### src/rtl/serial_adder_if.sv
// Operand/result handshake bundle for serial_adder.
// master: the block that supplies operands and consumes results.
// slave:  the adder itself.
interface serial_adder_if #(
    parameter int WIDTH = 8
);
    logic             in_valid;
    logic             in_ready;
    logic [WIDTH-1:0] a;
    logic [WIDTH-1:0] b;
    logic             cin;
    logic             out_valid;
    logic             out_ready;
    logic [WIDTH-1:0] sum;
    logic             cout;

    modport master (
        output in_valid, a, b, cin, out_ready,
        input  in_ready, out_valid, sum, cout
    );

    modport slave (
        input  in_valid, a, b, cin, out_ready,
        output in_ready, out_valid, sum, cout
    );
endinterface

### src/rtl/serial_adder.sv
// Multi-cycle adder: {cout,sum} = a + b + cin, DIGIT bits per cycle,
// least significant digit first, carry held in a register between digits.
module serial_adder #(
    parameter int WIDTH = 8,
    parameter int DIGIT = 1
) (
    input  logic          clk,
    input  logic          rst,
    serial_adder_if.slave bus,
    output logic          busy
);
    localparam int N  = WIDTH / DIGIT;
    localparam int CW = $clog2(N + 1);

    if ((WIDTH % DIGIT) != 0 || WIDTH < 1 || DIGIT < 1) begin : g_bad_params
        $error("serial_adder: WIDTH must be a positive multiple of DIGIT");
    end

    typedef enum logic [1:0] {
        IDLE,
        RUN,
        DONE
    } state_t;

    state_t           state;
    logic [WIDTH-1:0] a_sh;
    logic [WIDTH-1:0] b_sh;
    logic             carry;
    logic [CW-1:0]    cnt;
    logic [DIGIT:0]   dsum;

    // Sum of the current low digits plus the running carry.
    always_comb begin
        dsum = {1'b0, a_sh[DIGIT-1:0]} + {1'b0, b_sh[DIGIT-1:0]} + {{DIGIT{1'b0}}, carry};
    end

    // Control FSM and datapath; every output is a register.
    always_ff @(posedge clk) begin
        if (rst) begin
            state         <= IDLE;
            bus.in_ready  <= 1'b1;
            bus.out_valid <= 1'b0;
            busy          <= 1'b0;
            bus.sum       <= '0;
            bus.cout      <= 1'b0;
            carry         <= 1'b0;
            cnt           <= '0;
            a_sh          <= '0;
            b_sh          <= '0;
        end else begin
            case (state)
                IDLE: begin
                    if (bus.in_valid) begin
                        a_sh         <= bus.a;
                        b_sh         <= bus.b;
                        carry        <= bus.cin;
                        cnt          <= '0;
                        bus.in_ready <= 1'b0;
                        busy         <= 1'b1;
                        state        <= RUN;
                    end
                end
                RUN: begin
                    carry <= dsum[DIGIT];
                    a_sh  <= a_sh >> DIGIT;
                    b_sh  <= b_sh >> DIGIT;
                    // New digit enters at the MSB end; written as shift/or so WIDTH==DIGIT stays legal.
                    bus.sum <= (bus.sum >> DIGIT) | (WIDTH'(dsum[DIGIT-1:0]) << (WIDTH - DIGIT));
                    cnt     <= cnt + CW'(1);
                    if (cnt == CW'(N - 1)) begin
                        bus.cout      <= dsum[DIGIT];
                        bus.out_valid <= 1'b1;
                        state         <= DONE;
                    end
                end
                DONE: begin
                    if (bus.out_ready) begin
                        bus.out_valid <= 1'b0;
                        bus.in_ready  <= 1'b1;
                        busy          <= 1'b0;
                        state         <= IDLE;
                    end
                end
                default: begin
                    state         <= IDLE;
                    bus.in_ready  <= 1'b1;
                    bus.out_valid <= 1'b0;
                    busy          <= 1'b0;
                end
            endcase
        end
    end
endmodule

### src/flat_wrapper.sv
// flat-port wrapper written by rule: the top's interface ports become plain ports
module serial_adder_flat 
#(
    parameter int WIDTH = 8,
    parameter int DIGIT = 1
)
  (clk, rst, busy, bus_in_valid, bus_a, bus_b, bus_cin, bus_out_ready, bus_in_ready, bus_out_valid, bus_sum, bus_cout);
  serial_adder_if #(.WIDTH(WIDTH)) bus_i ();
  input  logic clk;
  input  logic rst;
  output logic busy;
  input wire logic [$bits(bus_i.in_valid)-1:0] bus_in_valid;
  input wire logic [$bits(bus_i.a)-1:0] bus_a;
  input wire logic [$bits(bus_i.b)-1:0] bus_b;
  input wire logic [$bits(bus_i.cin)-1:0] bus_cin;
  input wire logic [$bits(bus_i.out_ready)-1:0] bus_out_ready;
  output wire logic [$bits(bus_i.in_ready)-1:0] bus_in_ready;
  output wire logic [$bits(bus_i.out_valid)-1:0] bus_out_valid;
  output wire logic [$bits(bus_i.sum)-1:0] bus_sum;
  output wire logic [$bits(bus_i.cout)-1:0] bus_cout;
  assign bus_i.in_valid = bus_in_valid;
  assign bus_i.a = bus_a;
  assign bus_i.b = bus_b;
  assign bus_i.cin = bus_cin;
  assign bus_i.out_ready = bus_out_ready;
  assign bus_in_ready = bus_i.in_ready;
  assign bus_out_valid = bus_i.out_valid;
  assign bus_sum = bus_i.sum;
  assign bus_cout = bus_i.cout;
  serial_adder #(.WIDTH(WIDTH), .DIGIT(DIGIT)) u_core (.clk(clk), .rst(rst), .bus(bus_i), .busy(busy));
endmodule
### config.mk
export PLATFORM = sky130hd
export DESIGN_NAME = serial_adder_flat
export DESIGN_NICKNAME = d
export VERILOG_FILES = /design/src/rtl/serial_adder_if.sv /design/src/rtl/serial_adder.sv /design/src/flat_wrapper.sv
export SDC_FILE = /design/constraint.sdc
export NUM_CORES = 1
export LEC_CHECK = 0
export CORE_UTILIZATION = 49
export DETAILED_ROUTE_END_ITERATION = 7
export GPL_TIMING_DRIVEN = 0
export PLACE_DENSITY = 0.78
export SETUP_SLACK_MARGIN = 0.02
export SLEW_MARGIN = 20
export SYNTH_ARGS = -nofsm -noshare
export SYNTH_HDL_FRONTEND = slang
export SYNTH_SLANG_ARGS = --single-unit
### constraint.sdc
create_clock -name clk -period 1.4 [get_ports clk]
set_input_delay 0.42 -clock clk [delete_from_list [all_inputs] [get_ports clk]]
set_output_delay 0.42 -clock clk [all_outputs]
set_load 0.01 [all_outputs]
==> flow_summary.yaml <==
run_status:
  status: "complete, no violations"
grt:
  grt_pass1_vias: 1342
  grtUsageTotal_pct: 23.3
  grt_pass1_wl_um: 5900
  grt_max_degree: 12
  antenna_found_initial: 0
  grt-ovfl-total: 0
synthesis:
  synthFlopType: "dfxtp_1"
  async_flop_share_pct: 0
  yosysUniqueCellTypes: 31
  avgSynthCellArea_um2: 8.52
  synthesis.area_mm2: 0.00152
  synth_seq_cells: 35
  yosysTopAreaCellShare_pct: 46.2
  post_synth_inst_count: 178
  synth-warning-count: 0
  syn-num-nets: 201
  synth_top_area_cell: "dfxtp_1"
  ys_seq_area_share_pct: 46.2
  synth_edf_count: 0
  synth_area_leaders: "dfxtp_1 46%, nor2_1 8.2%, a211oi_1 7.9%, o2bb2ai_1 7.5%, nand2_1 5.9%"
route:
  via_per_inst: 5.67
  dr.pass1.iters: 4
  routedWlPerCell_um: 14.0
  finalWirelength_um: 3480
  drt_iter0_markers: 71
  routed-via-count: 1407
  ant_nets: 0
  drcViolationCount: 0
die:
  core_area_mm2: 0.00285
  io_pins: 33
  die_h_um: 57.6
  row_count: 19
  initial_core_util_pct: 53.2
  dieArea_mm2: 0.00332
  chipWidth_um: 57.6
final_layout:
  drive_above_1_share_pct: 18.9
  final_common_cell: "nor2_1"
  n_antenna_cell: 0
  fin_area_mm2: 0.00192
  final_util_pct: 67.3
  final_cell_mix: "33 x nor2_1, 29 x dfxtp_1, 24 x nand2_1"
  fin_cells: 248
  nNetsFinal: 239
  area_delta_synth_final_pct: 26.7
sta:
  relSlewSlack_pct: 67.2
  fin_worst_skew_ns: 0.00953
  drv_slew: 0
  rsz0062_at_grt: "yes"
  setup_viol: 0
  final_hold_viol_count: 0
  post-route-period-util_pct: 95.0
  period_minus_slack_ns: 1.33
  fmax_mhz: 752
  worst_slew_pin_slew_ns: 0.492
setup_path:
  setup.worst_path.class: "flop to output port"
  slowest_delay_ns: 0.35
  startpoint_type: "flop"
  worst-path-buf-inv: 1
  slowest_stage: "dfxtp_2"
  critPathTopFamily: "flip-flops"
  path_cells: "clkdlybuf4s15_2"
  worstPathRequired_ns: 0.98
  critPathCaptureType: "output port"
  cp_max_fo: 3
  worstPathArrival_ns: 0.91
clock_network:
  cts.sinks: 35
  cts_hold_buf: 0
  root_buffer: "clkbuf_4"
  htree_levels: 2
  cts_tree: "done"
  clkSlewWorstSetupHoldPaths_ns: 0.10
  clock_path_buffers: 2
  cts_made_buffers: 5
  clk_latency_ns: 0.34
worst_hold_path:
  hold_path_class: "flop to flop"
placement:
  dp.final_hpwl_um: 2480
  postPlaceCellArea_mm2: 0.00186
  place_inst: 239
  port-buffer-count: 30
  gp_congestion: 0.798
power_and_ir_drop:
  p_per_area_mw_per_mm2: 1120
  totalPowerFinal_mw: 2.15
  vdd_drop_max_mv: 0.718
  leakagePower_nw: 0.749
job:
  cap_violations: 0
==> layout make-up <==
cell class | count | area, µm²
fill | 251 | 932
multi-input combinational | 126 | 731
buffer | 14 | 85.1
clock inverter | 2 | 35.0
tap | 31 | 38.8
timing repair buffer | 31 | 260
sequential | 35 | 708
clock buffer | 6 | 51.3
inverter | 3 | 11.3
==> cell usage after synthesis, types with 2 or more instances <==
cell type  count
inv_1          3
clkbuf_1       6
buf_2          4
dfxtp_1       35
nor2_1        33
nand2b_1       2
nand2_1       24
o21ai_0        2
nand3_1        3
o2bb2ai_1     13
buf_4          2
a22oi_1        3
a211oi_1      16
a21oi_1       14
o22ai_1        2
==> per-layer routing <==
layer	vias up	GRT usage [%]	share of wire, %
met4	0	11.1	1.9
met1	652	30.0	47
met2	44	36.0	47
met5	-	0	0
met3	9	6.70	4.9
li1	702	-	-
==> sequential cells by signal, summed over array words and instances, names as in the netlist <==
| name | cells |
|---|---|
| u_core.a_sh | 8 |
| u_core.b_sh | 8 |
| u_core.bus.cout | 1 |
| u_core.bus.in_ready | 1 |
| u_core.bus.out_valid | 1 |
| u_core.bus.sum | 8 |
| u_core.busy | 1 |
| u_core.carry | 1 |
| u_core.cnt | 4 |
| u_core.state | 2 |
==> timing repair <==
action	in CTS	in global routing
pin swaps	0	0
cloned	0	0
gates resized for setup	28	18
buffers inserted	0	1
setup endpoints to repair	12	26
==> final timing paths <==
path	start	to	slack (ns)	cells after the start
worst max register to register	u_core.state[0]$_SDFFE_PP0P_	u_core.a_sh[4]$_SDFFE_PP0P_	0.13	5
worst min-delay path	u_core.bus.sum[3]$_SDFFE_PP0N_	u_core.bus.sum[2]$_SDFFE_PP0N_	0.47	2
worst min register to register	u_core.bus.sum[3]$_SDFFE_PP0N_	u_core.bus.sum[2]$_SDFFE_PP0N_	0.47	2
worst max-delay path	u_core.bus.sum[4]$_SDFFE_PP0N_	bus_sum[4]	0.07	1
==> metrics by stage <==
stage	TNS [ns]	hold slack, ns	setup slack (ns)
2_1_floorplan	0	0.464	0.183
3_3_place_gp	-0.0999	0.441	-0.0999
3_5_place_dp	-0.0758	0.463	-0.0758
4_1_cts	0	0.457	0.00794
5_1_grt	0	0.495	0.000899
6_report	0	0.475	0.0706
==> power by group <==
group	internal [mW]	leakage, nW	switching (mW)
Combinational	0.152	0.410	0.155
Sequential	1.05	0.290	0.0347
Clock	0.422	0.0482	0.329
==> cell families after synthesis <==
group	synth area share [%]
compound gates	26.0
fa+ha+maj	2.15
flops	46.2
mux	0.660
buf+inv	6.19
simple gates	18.8
Note: power is estimated with default switching activity, not from simulation.
